**src/rtl/hid_keycode_packer.sv**
```systemverilog
// hid_keycode_packer: collects a USB HID boot-keyboard report one byte per
// cycle. It checks the report's length, watches for rollover reports and for
// stalls, and packs the first four non-zero key slots into one keycode word.
// Optional build macro: ROLLOVER_CLEAR_EN. When it is defined, a rollover
// report clears keycode/modifiers instead of holding them.
`timescale 1ns/1ps

module hid_keycode_packer #(
    parameter int unsigned REPORT_BYTES   = 8,
    parameter int unsigned TIMEOUT_CYCLES = 1000,
    parameter logic [7:0]  ROLLOVER_CODE  = 8'h01
) (
    input  logic        Clk,
    input  logic        Reset,
    input  logic [7:0]  rx_data,
    input  logic        rx_valid,
    input  logic        rx_last,
    output logic        rx_ready,
    output logic [31:0] keycode,
    output logic [7:0]  modifiers,
    output logic        keycode_update,
    output logic        report_error
);

    localparam int IDX_W = $clog2(REPORT_BYTES);
    localparam int TMR_W = $clog2(TIMEOUT_CYCLES + 1);
    localparam logic [IDX_W-1:0] LAST_IDX  = IDX_W'(REPORT_BYTES - 1);
    localparam logic [IDX_W-1:0] FIRST_KEY = IDX_W'(2);
    localparam logic [TMR_W-1:0] TMR_LIMIT = TMR_W'(TIMEOUT_CYCLES - 1);

    typedef enum logic [1:0] {
        S_IDLE,
        S_COLLECT,
        S_DISCARD,
        S_COMMIT
    } state_t;

    state_t           state_q, state_d;
    logic [IDX_W-1:0] idx_q, idx_d;          // index of the last accepted byte
    logic [TMR_W-1:0] tmr_q, tmr_d;          // idle cycles since last accepted byte
    logic [31:0]      shadow_q, shadow_d;    // keycode word being assembled
    logic [7:0]       shmod_q, shmod_d;      // modifiers byte being assembled
    logic [2:0]       lanes_q, lanes_d;      // key lanes filled so far (0..4)
    logic             rollover_q, rollover_d;
    logic [31:0]      keycode_q, keycode_d;
    logic [7:0]       mod_q, mod_d;
    logic             upd_q, upd_d;
    logic             err_q, err_d;

    logic             accept;
    logic [IDX_W-1:0] cur_idx;
    logic             timeout_hit;

    // Only the single commit cycle refuses input.
    assign rx_ready    = (state_q != S_COMMIT);
    assign accept      = rx_valid && rx_ready;
    assign cur_idx     = idx_q + IDX_W'(1);
    assign timeout_hit = (tmr_q == TMR_LIMIT);

    assign keycode        = keycode_q;
    assign modifiers      = mod_q;
    assign keycode_update = upd_q;
    assign report_error   = err_q;

    // Next-state logic: report framing, key packing, timeout and commit.
    always_comb begin
        // NOTE: every signal assigned in this block gets a default first, so no path can infer a latch.
        state_d    = state_q;
        idx_d      = idx_q;
        tmr_d      = tmr_q;
        shadow_d   = shadow_q;
        shmod_d    = shmod_q;
        lanes_d    = lanes_q;
        rollover_d = rollover_q;
        keycode_d  = keycode_q;
        mod_d      = mod_q;
        upd_d      = 1'b0;
        err_d      = 1'b0;

        unique case (state_q)
            S_IDLE: begin
                tmr_d = '0;
                if (accept) begin
                    // Byte 0 (modifiers) opens a new report with a clean shadow.
                    shmod_d    = rx_data;
                    idx_d      = '0;
                    shadow_d   = '0;
                    lanes_d    = '0;
                    rollover_d = 1'b0;
                    if (rx_last) begin
                        err_d = 1'b1;
                    end else begin
                        state_d = S_COLLECT;
                    end
                end
            end

            S_COLLECT: begin
                if (accept) begin
                    tmr_d = '0;
                    idx_d = cur_idx;
                    if (cur_idx >= FIRST_KEY) begin
                        if (rx_data == ROLLOVER_CODE) begin
                            rollover_d = 1'b1;
                        end
                        if (rx_data != 8'h00 && lanes_q < 3'd4) begin
                            unique case (lanes_q[1:0])
                                2'd0: shadow_d[7:0]   = rx_data;
                                2'd1: shadow_d[15:8]  = rx_data;
                                2'd2: shadow_d[23:16] = rx_data;
                                2'd3: shadow_d[31:24] = rx_data;
                                default: ;
                            endcase
                            lanes_d = lanes_q + 3'd1;
                        end
                    end
                    if (rx_last) begin
                        if (cur_idx == LAST_IDX) begin
                            state_d = S_COMMIT;
                        end else begin
                            err_d   = 1'b1;
                            state_d = S_IDLE;
                        end
                    end else if (cur_idx == LAST_IDX) begin
                        // The report is already full but has not ended, so it is too long.
                        state_d = S_DISCARD;
                    end
                end else if (timeout_hit) begin
                    err_d   = 1'b1;
                    tmr_d   = '0;
                    state_d = S_IDLE;
                end else begin
                    tmr_d = tmr_q + TMR_W'(1);
                end
            end

            S_DISCARD: begin
                if (accept) begin
                    tmr_d = '0;
                    if (rx_last) begin
                        err_d   = 1'b1;
                        state_d = S_IDLE;
                    end
                end else if (timeout_hit) begin
                    err_d   = 1'b1;
                    tmr_d   = '0;
                    state_d = S_IDLE;
                end else begin
                    tmr_d = tmr_q + TMR_W'(1);
                end
            end

            S_COMMIT: begin
                state_d = S_IDLE;
                if (rollover_q) begin
                    err_d = 1'b1;
`ifdef ROLLOVER_CLEAR_EN
                    // Consumers see "no keys pressed" rather than a stale snapshot.
                    keycode_d = '0;
                    mod_d     = '0;
                    upd_d     = 1'b1;
`endif
                end else begin
                    keycode_d = shadow_q;
                    mod_d     = shmod_q;
                    upd_d     = 1'b1;
                end
            end

            default: begin
                state_d = S_IDLE;
            end
        endcase
    end

    // State and output registers; reset drops any partial report.
    always_ff @(posedge Clk or posedge Reset) begin
        if (Reset) begin
            state_q    <= S_IDLE;
            idx_q      <= '0;
            tmr_q      <= '0;
            shadow_q   <= '0;
            shmod_q    <= '0;
            lanes_q    <= '0;
            rollover_q <= 1'b0;
            keycode_q  <= '0;
            mod_q      <= '0;
            upd_q      <= 1'b0;
            err_q      <= 1'b0;
        end else begin
            // NOTE: non-blocking assignments here make every register sample the pre-edge values.
            state_q    <= state_d;
            idx_q      <= idx_d;
            tmr_q      <= tmr_d;
            shadow_q   <= shadow_d;
            shmod_q    <= shmod_d;
            lanes_q    <= lanes_d;
            rollover_q <= rollover_d;
            keycode_q  <= keycode_d;
            mod_q      <= mod_d;
            upd_q      <= upd_d;
            err_q      <= err_d;
        end
    end

endmodule

```
**config.mk**
```make
export PLATFORM = sky130hd
export DESIGN_NAME = hid_keycode_packer
export DESIGN_NICKNAME = d
export VERILOG_FILES = /design/src/rtl/hid_keycode_packer.sv
export SDC_FILE = /design/constraint.sdc
export NUM_CORES = 1
export LEC_CHECK = 0
export CORE_MARGIN = 5
export CORE_UTILIZATION = 30
export CTS_CLUSTER_SIZE = 8
export DETAILED_ROUTE_END_ITERATION = 7
export PLACE_DENSITY = 0.55
export SLEW_MARGIN = 30
export SYNTH_ARGS = -nofsm -noshare
export SYNTH_HDL_FRONTEND = slang
export SYNTH_SLANG_ARGS = --single-unit
```
**constraint.sdc**
```tcl
create_clock -name Clk -period 7.2 [get_ports Clk]
set_input_delay 1.44 -clock Clk [delete_from_list [all_inputs] [get_ports Clk]]
set_output_delay 1.44 -clock Clk [all_outputs]
set_load 0.05 [all_outputs]
```
==> impl_metrics.csv, run 1 <==
group,metric,value,unit
placement,detailed_place_hpwl,6.88,mm
setup_path,end_kind,"primary output",
global_routing,overflow,0,
floorplanning,num_rows,44,
layout,layout-drive-gt1-share,18.8,%
sta,fin_tns_setup,0,ns
sta,period_share,49.8,%
sta,hold_violations,0,
layout,synthToLayoutAreaGrowth,24.0,%
sta,max-slew-margin-rel,40.7,%
placement,port_buffers,54,
layout,antenna_cells,0,
cts,root_buffer,"clkbuf_16",
power_and_ir_drop,internal_power,1.43,mW
global_routing,grt_pass1_wl,16.6,mm
detailed_routing,top_layer_used,"met4",
detailed_routing,dr.pass1.iters,4,
synth,postSynthCellCount,356,
sta,grt_setup_unrepaired,"false",
detailed_routing,wl_met2,4.29,mm
layout,nets,435,
setup_path,crit_arrival,2.15,ns
synth,ys_ff_latch,101,
detailed_routing,wl_met3,471,um
synth,avgSynthCellArea,12.4,um2
synth,yosysWarnings,0,
power_and_ir_drop,combPwrFrac,43.6,%
power_and_ir_drop,cellPowerDensity,444,nW/um2
synth,synthFlopType,"dfrtp_1",
placement,dpl_cell_area,5160,um2
floorplanning,die-width,131,um
power_and_ir_drop,p_sw_share,41.5,%
floorplanning,core-area,14500,um2
cts,cts_tree,"done",
cts,postCtsHoldBufs,0,
global_routing,antenna_found_initial,0,
detailed_routing,vias,3003,
worst_hold_path,min_path_type,"flop to flop",
synth,synth.cell_area,4420,um2
synth,async_flop_share,100,%
synth,synth_edf_count,0,
placement,gp_congestion,0.806,
global_routing,grt_start_max_net_pins,65,
cts,cts.path.max_buffers,2,
detailed_routing,ant_nets,0,
global_routing,first_global_vias,3092,
detailed_routing,remaining_drc_errors,0,
power_and_ir_drop,ir_drop,0.000178,V
power_and_ir_drop,p_switching,1.01,mW
global_routing,grt.total_usage,11.8,%
cts,clkLatencyLatePin,0.35,ns
synth,synth.distinct_cells,53,
placement,place_ws,3.47,ns
setup_path,cp_slowest_cell,"clkdlybuf4s50_1",
detailed_routing,drt-met1-wl,4.98,mm
synth,synth_fp_nets,381,
floorplanning,io_pins,55,
layout,final_cell_area,5490,um2
cts,h-tree-depth,3,
detailed_routing,via_per_inst,5.01,
cts,cts_sinks,101,
setup_path,critical_path_class,"flop to primary output",
setup_path,slowest_delay,0.73,ns
floorplanning,start_util,30.6,%
sta,min_period,3.59,ns
cts,cts-resized-gates,0,
run_status,status,"finished clean",
cts,numCtsBuffers,9,
sta,max_clock_freq,279,MHz
job,cap_viol_max_count,0,
sta,layout_setup_ws,3.61,ns
floorplanning,die_area,17300,um2
setup_path,critPathMaxFanout,14,
detailed_routing,wl_per_cell,16.6,um
power_and_ir_drop,power_frac_seq,35.4,%
cts,post-cts-setup-buffer-count,0,
detailed_routing,drt_first_iter_violations,153,
power_and_ir_drop,p_leak,2.40,nW
floorplanning,die_h,131,um
setup_path,cp.required,5.76,ns
detailed_routing,wl,9.94,mm
setup_path,cp_cell_sequence,"ha_1, inv_1, clkdlybuf4s50_1",
sta,worst_slew_pin_slew,0.889,ns
power_and_ir_drop,report.power.total,2.44,mW
sta,setup_viol,0,
synth,yosysSeqAreaShare,57.1,%
cts,clk_pin_slew,0.07,ns
sta,final_max_slew_viol_count,0,
power_and_ir_drop,p_clk_share,21.0,%
setup_path,critPathLaunchType,"flop",
sta,skew,0.0110,ns
==> through the flow <==
step	utilization [%]	hold slack, ns	std cells
after global routing	37.9	0.496	599
after global placement	35.6	0.454	583
after floorplan	-	0.441	356
after detailed placement	35.7	0.462	583
final	37.9	0.487	599
after CTS	37.9	0.480	599
==> cells by family (layout without fill, tap and decap cells) <==
group,count (synthesis),count (layout),synth area share (%)
mux,48,48,12.2
fa+ha+maj,13,13,3.68
flops,101,101,57.1
xor+xnor,9,9,1.95
simple gates,79,79,9.53
buf+inv,28,87,2.57
compound gates,78,78,13.0
==> worst max-delay path: cells and delay by family (launching register included) <==
kind	cells	cell delay, ns
buffers and inverters	2	0.87
adder cells (fa/ha/maj)	1	0.51
flip-flops	1	0.42
==> power by group through the flow <==
stage | Combinational, mW | Clock [mW] | Sequential [mW]
floorplan | 0.527 | 0 | 1.09
global placement | 1.04 | 0 | 0.874
detailed placement | 1.07 | 0 | 0.873
CTS | 1.07 | 0.529 | 0.866
global route | 1.15 | 0.547 | 0.888
finish | 1.06 | 0.511 | 0.863
==> sequential cells by signal, summed over array words and instances (netlist names), 2 cells and up <==
name       flops
idx_q          3
shadow_q      32
modifiers      8
keycode       32
shmod_q        8
lanes_q        3
tmr_q         10
state_q        2
==> synthesized netlist by cell type, types with 2 or more instances <==
library cell,n,area share [%]
o21ai_0,24,2.7
clkbuf_1,5,0.42
o2bb2ai_1,13,2.6
o21ai_1,2,0.23
nand4b_1,3,0.59
or2_2,3,0.42
o32ai_1,2,0.40
nor2_1,11,0.93
dfrtp_1,101,57
mux2_2,46,12
buf_2,7,0.79
nand2_1,31,2.6
nand4_1,7,0.99
nand3_1,3,0.34
nor3_1,3,0.34
inv_1,14,1.2
mux2i_1,2,0.45
ha_1,13,3.7
nand2b_1,4,0.57
a21oi_1,2,0.23
o41ai_1,11,2.2
nor2b_1,4,0.57
xnor2_1,6,1.2
a22o_1,7,1.4
a31oi_1,3,0.42
xor2_1,2,0.40
==> layer usage <==
| layer | vias up | track usage, % |
|---|---|---|
| met2 | 66 | 16.9 |
| met1 | 1507 | 16.9 |
| met4 | 0 | 5.14 |
| met3 | 14 | 3.13 |
| li1 | 1416 | - |
| met5 | - | 0 |
==> final cells by class <==
cell class	count	area [um2]
clock buffers	10	239
repair buffers	56	556
fillers	1398	8990
multi-input cells	227	1790
well taps	184	230
inverters	15	58.8
flip-flops and latches	101	2530
clock inverters	6	80.1
==> final timing paths <==
check,start,to,slack [ns],cells after the start
min in group asynchronous,Reset,modifiers[4],1.46,2
hold / removal,lanes_q[2],lanes_q[2],0.49,1
hold reg to reg,lanes_q[2],lanes_q[2],0.49,1
setup / recovery,state_q[1],rx_ready,3.61,3
max in group asynchronous,Reset,state_q[0],4.55,3
setup reg to reg,state_q[1],shadow_q[19],4.54,6
==> layout by cell type, fill, tap and decap left out, types with 2 or more instances in the layout <==
master	n
a21oi_1	2
a22o_1	7
a31oi_1	3
buf_4	2
clkbuf_16	9
clkdlybuf4s50_1	54
dfrtp_1	101
ha_1	13
inv_1	13
mux2_2	46
mux2i_1	2
nand2_1	31
nand2b_1	3
nand3_1	3
nand4_1	7
nand4b_1	3
nor2_1	11
nor2b_1	4
nor3_1	3
o21ai_0	24
o21ai_1	2
o2bb2ai_1	13
o32ai_1	2
o41ai_1	11
or2_2	3
xnor2_1	6
xor2_1	2
(Power assumes the default switching activity.)
==> run 2, diff against run 1 <==
- clock period: 7.2 -> 3.3 ns (I/O delays scaled with it)
==> run 2 against run 1 <==
Non-clock buffer count up 5. Core utilization increased by 0.42 points. Hold slack worse by 0.0066 ns. Combinational power increased by 120%. Critical path depth did not move. Clock-buffer cell count is 1 lower. Flip-flop and latch count unchanged.
==> impl_metrics.csv, run 2 (synthesized netlist as in run 1, its figures left out) <==
group,metric,value,unit
run_status,status,"finished clean",
layout,synthToLayoutAreaGrowth,25.4,%
floorplanning,die-width,131,um
power_and_ir_drop,p_leak,2.43,nW
detailed_routing,dr.pass1.iters,4,
floorplanning,core-area,14500,um2
floorplanning,num_rows,44,
detailed_routing,vias,2982,
floorplanning,start_util,30.6,%
detailed_routing,via_per_inst,4.94,
global_routing,overflow,0,
placement,port_buffers,54,
power_and_ir_drop,ir_drop,0.000591,V
setup_path,critPathLaunchType,"flop",
job,cap_viol_max_count,0,
cts,cts_sinks,101,
layout,nets,440,
layout,antenna_cells,0,
sta,hold_ws,0.481,ns
placement,detailed_place_hpwl,7.08,mm
cts,cts.path.max_buffers,2,
global_routing,grt_pass1_wl,16.8,mm
setup_path,reg2reg_to,"shadow_q[21]",
worst_hold_path,min_to,"lanes_q[2]",
sta,max-slew-margin-rel,48.9,%
sta,hold_violations,0,
detailed_routing,ant_nets,0,
setup_path,critPathMaxFanout,7,
global_routing,first_global_vias,3089,
setup_path,r2r_slack,0.89,ns
floorplanning,die_area,17300,um2
power_and_ir_drop,report.power.total,5.35,mW
cts,cts_tree,"done",
cts,postCtsHoldBufs,0,
sta,grt_setup_unrepaired,"false",
worst_hold_path,min_path_type,"flop to flop",
setup_path,crit-reg2reg-launch,"state_q[1]",
sta,final_max_slew_viol_count,0,
cts,root_buffer,"clkbuf_16",
cts,numCtsBuffers,9,
sta,layout_setup_ws,0.613,ns
power_and_ir_drop,cellPowerDensity,964,nW/um2
placement,gp_congestion,0.837,
global_routing,grt.total_usage,12.0,%
sta,max_clock_freq,372,MHz
layout,layout-drive-gt1-share,19.5,%
detailed_routing,wl,9.95,mm
cts,cts-resized-gates,0,
sta,min_period,2.69,ns
placement,place_ws,0.561,ns
sta,worst_slew_pin_slew,0.765,ns
setup_path,cp.required,2.64,ns
sta,setup_viol,0,
layout,layout_common_cells,"101 x dfrtp_1, 54 x clkdlybuf4s50_1, 46 x mux2_2, 31 x nand2_1, 24 x o21ai_0",
setup_path,critical_path_class,"flop to primary output",
sta,fin_tns_setup,0,ns
layout,mostFrequentLayoutCell,"dfrtp_1",
sta,skew,0.0100,ns
setup_path,worstRegToRegCells,7,
cts,h-tree-depth,3,
setup_path,end_kind,"primary output",
worst_hold_path,min_from,"lanes_q[2]",
global_routing,grt_start_max_net_pins,45,
detailed_routing,wl_per_cell,16.5,um
cts,post-cts-setup-buffer-count,0,
cts,clk_pin_slew,0.07,ns
detailed_routing,drt_first_iter_violations,213,
worst_hold_path,hold_depth,1,
global_routing,antenna_found_initial,0,
layout,fill_cells,1383,
floorplanning,io_pins,55,
sta,period_share,81.4,%
floorplanning,die_h,131,um
detailed_routing,remaining_drc_errors,0,
cts,clkLatencyLatePin,0.36,ns
setup_path,crit_arrival,2.03,ns
-- run 2: changes by cell type in the layout (fill, tap and decap cells not counted), sizes merged --
| cell | previous run | this run |
|---|---|---|
| inv | 17 | 16 |
| buf | 2 | 7 |
| clkinvlp | 0 | 2 |
| clkbuf | 10 | 9 |
-- run 2: worst max path at each step --
stage	start	end	slack [ns]
after floorplan	Reset	idx_q[0]	1.44
after global placement	rx_data[1]	shadow_q[25]	0.59
after detailed placement	rx_data[1]	shadow_q[25]	0.56
after CTS	state_q[1]	rx_ready	0.58
after global routing	state_q[1]	rx_ready	0.53
final	state_q[1]	rx_ready	0.61
-- run 2: cell type report --
| cell class | count | area (um2) | share of cell area, % |
|---|---|---|---|
| inverters | 15 | 60.1 | 1.08 |
| repair buffers | 61 | 618 | 11.1 |
| flip-flops and latches | 101 | 2530 | 45.6 |
| well taps | 184 | 230 | 4.15 |
| clock inverters | 7 | 95.1 | 1.71 |
| clock buffers | 9 | 225 | 4.06 |
| multi-input cells | 227 | 1790 | 32.3 |
-- run 2: power breakdown --
group          leakage [nW]  switching (mW)  internal (mW)
clock                 0.153           0.509          0.608
combinational         0.927            1.46          0.875
sequential             1.35           0.251           1.64
-- run 2: critical path, cell delays in order, from the launching register on --
cell	delay, ns
dfrtp_1	0.43
ha_1	0.29
inv_1	0.13
clkdlybuf4s50_1	0.81
-- run 2: stage by stage --
step / util, % / std cells / instance area [um2]
6_report: 38.3 / 604 / 5550
5_1_grt: 38.3 / 604 / 5550
4_1_cts: 38.3 / 604 / 5550
3_5_place_dp: 36.1 / 588 / 5230
3_3_place_gp: 36.1 / 588 / 5220
2_1_floorplan: - / 356 / 4430
-- run 2: layer usage --
layer / vias to the layer above / GRT usage [%] / share of wire (%)
li1: 1431 / - / -
met1: 1470 / 17.1 / 50
met2: 65 / 17.1 / 44
met3: 16 / 3.63 / 4.3
met4: 0 / 4.63 / 1.8
met5: - / 0 / 0
==> run 3, diff against run 2 <==
- clock period: 3.3 -> 2.66 ns (I/O delays scaled with it)
==> run 3 against run 2 <==
Setup slack worse by 0.32 ns. Global-route usage increased by 0.084 points. Clock skew down 0.0071 ns. Clock-buffer cell count grew 3. Design area fell by 0.14%. Critical endpoint is now shadow_q[20]. Highest routed layer unchanged. Total power is 22% higher. Sequential power up 24%. Routed wire length up 1.0%. Die area did not move. Clock power rose by 9%. Sequential share of layout area increased by 0.062 points.
==> impl_metrics.csv, run 3 (synthesized netlist as in run 1, its figures left out) <==
group,metric,value,unit
run_status,status,"finished clean",
global_routing,grt_start_max_net_pins,89,
sta,setup_viol,0,
floorplanning,num_rows,44,
setup_path,crit_arrival,2.63,ns
cts,clk_pin_slew,0.07,ns
layout,mostFrequentLayoutCell,"dfrtp_1",
cts,h-tree-depth,3,
global_routing,first_global_vias,3188,
cts,cts-resized-gates,0,
cts,cts_tree,"done",
sta,skew,0.00298,ns
layout,nets,447,
global_routing,antenna_found_initial,0,
sta,hold_violations,0,
worst_hold_path,min_path_type,"flop to flop",
sta,worst_slew_pin_slew,0.616,ns
floorplanning,die-width,131,um
floorplanning,io_pins,55,
setup_path,cp.required,2.92,ns
sta,period_share,89.1,%
layout,layout_common_cells,"101 x dfrtp_1, 53 x clkdlybuf4s50_1, 46 x mux2_2, 31 x nand2_1, 24 x o21ai_0",
layout,fill_cells,1403,
floorplanning,die_area,17300,um2
power_and_ir_drop,cellPowerDensity,1170,nW/um2
setup_path,critPathLaunchType,"flop",
sta,hold_ws,0.483,ns
setup_path,critical_path_class,"flop to flop",
placement,gp_congestion,0.787,
global_routing,grt_pass1_wl,16.8,mm
setup_path,end_kind,"flop",
placement,dpl_cell_area,5270,um2
layout,synthToLayoutAreaGrowth,25.2,%
sta,grt_setup_unrepaired,"false",
layout,multi_input_area,1790,um2
floorplanning,die_h,131,um
floorplanning,core-area,14500,um2
detailed_routing,via_per_inst,4.99,
power_and_ir_drop,p_leak,2.44,nW
cts,cts.path.max_buffers,2,
placement,detailed_place_hpwl,7.06,mm
power_and_ir_drop,ir_drop,0.000545,V
setup_path,slowest_delay,0.46,ns
placement,port_buffers,54,
sta,max_clock_freq,422,MHz
global_routing,overflow,0,
detailed_routing,ant_nets,0,
cts,postCtsHoldBufs,0,
detailed_routing,remaining_drc_errors,0,
setup_path,cp_slowest_cell,"ha_1",
detailed_routing,dr.pass1.iters,4,
layout,layout-drive-gt1-share,20.4,%
job,cap_viol_max_count,0,
cts,cts_sinks,101,
layout,final_cell_area,5540,um2
setup_path,critPathMaxFanout,12,
detailed_routing,vias,3045,
detailed_routing,drt_first_iter_violations,157,
setup_path,cp_cell_sequence,"inv_1, ha_1, nand2b_1, o21ai_1, nand4_1, o21ai_0",
detailed_routing,wl,10.1,mm
layout,antenna_cells,0,
cts,post-cts-setup-buffer-count,0,
sta,min_period,2.37,ns
sta,max-slew-margin-rel,57.8,%
floorplanning,start_util,30.6,%
sta,fin_tns_setup,0,ns
cts,clkLatencyLatePin,0.35,ns
global_routing,grt.total_usage,12.1,%
cts,numCtsBuffers,9,
layout,layout.area.seq,2530,um2
sta,final_max_slew_viol_count,0,
detailed_routing,wl_per_cell,16.5,um
cts,root_buffer,"clkbuf_16",
run 3: final cells by class:
| class | count | share of cell area (%) |
|---|---|---|
| Clock inverter | 3 | 0.384 |
| Tap cell | 184 | 4.16 |
| Multi-Input combinational cell | 227 | 32.2 |
| Clock buffer | 12 | 4.45 |
| Inverter | 15 | 1.08 |
| Sequential cell | 101 | 45.6 |
| Timing Repair Buffer | 68 | 12.1 |
run 3: path summary, 6_finish.rpt:
path | startpoint | endpoint | slack [ns] | cells after the start
max in group asynchronous | Reset | keycode[8] | 1.42 | 3
max | state_q[1] | shadow_q[20] | 0.29 | 6
max reg2reg | state_q[1] | shadow_q[20] | 0.29 | 6
min | lanes_q[2] | lanes_q[2] | 0.48 | 1
min reg2reg | lanes_q[2] | lanes_q[2] | 0.48 | 1
min in group asynchronous | Reset | keycode[0] | 0.51 | 2
run 3: worst max-delay path, delay by kind of cell (launching register included):
kind	cells	cell delay (ns)
DFF	1	0.43
adders and majority gates	1	0.46
AOI/OAI and AO/OA	2	0.62
buffers and inverters	1	0.13
and+or+nand+nor	2	0.65
run 3: where the power goes:
group	internal, mW	switching [mW]	total (mW)
logic	1.10	1.84	2.94
clock network	0.658	0.562	1.22
registers	2.04	0.304	2.34
run 3: layer usage:
layer / vias up / wire length (um) / GRT usage (%)
met5: - / 0 / 0
li1: 1431 / - / -
met4: 0 / 245 / 5.54
met2: 61 / 4430 / 18.0
met1: 1537 / 4970 / 16.5
met3: 16 / 405 / 3.17
run 3: metrics by stage:
step	utilization, %	power [mW]	cells	setup WS (ns)
floorplan	-	4.37	356	0.807
global placement	36.4	5.27	595	0.275
detailed placement	36.4	5.32	595	0.229
CTS	38.3	6.58	610	0.328
global route	38.3	6.92	610	0.0674
finish	38.3	6.50	610	0.290
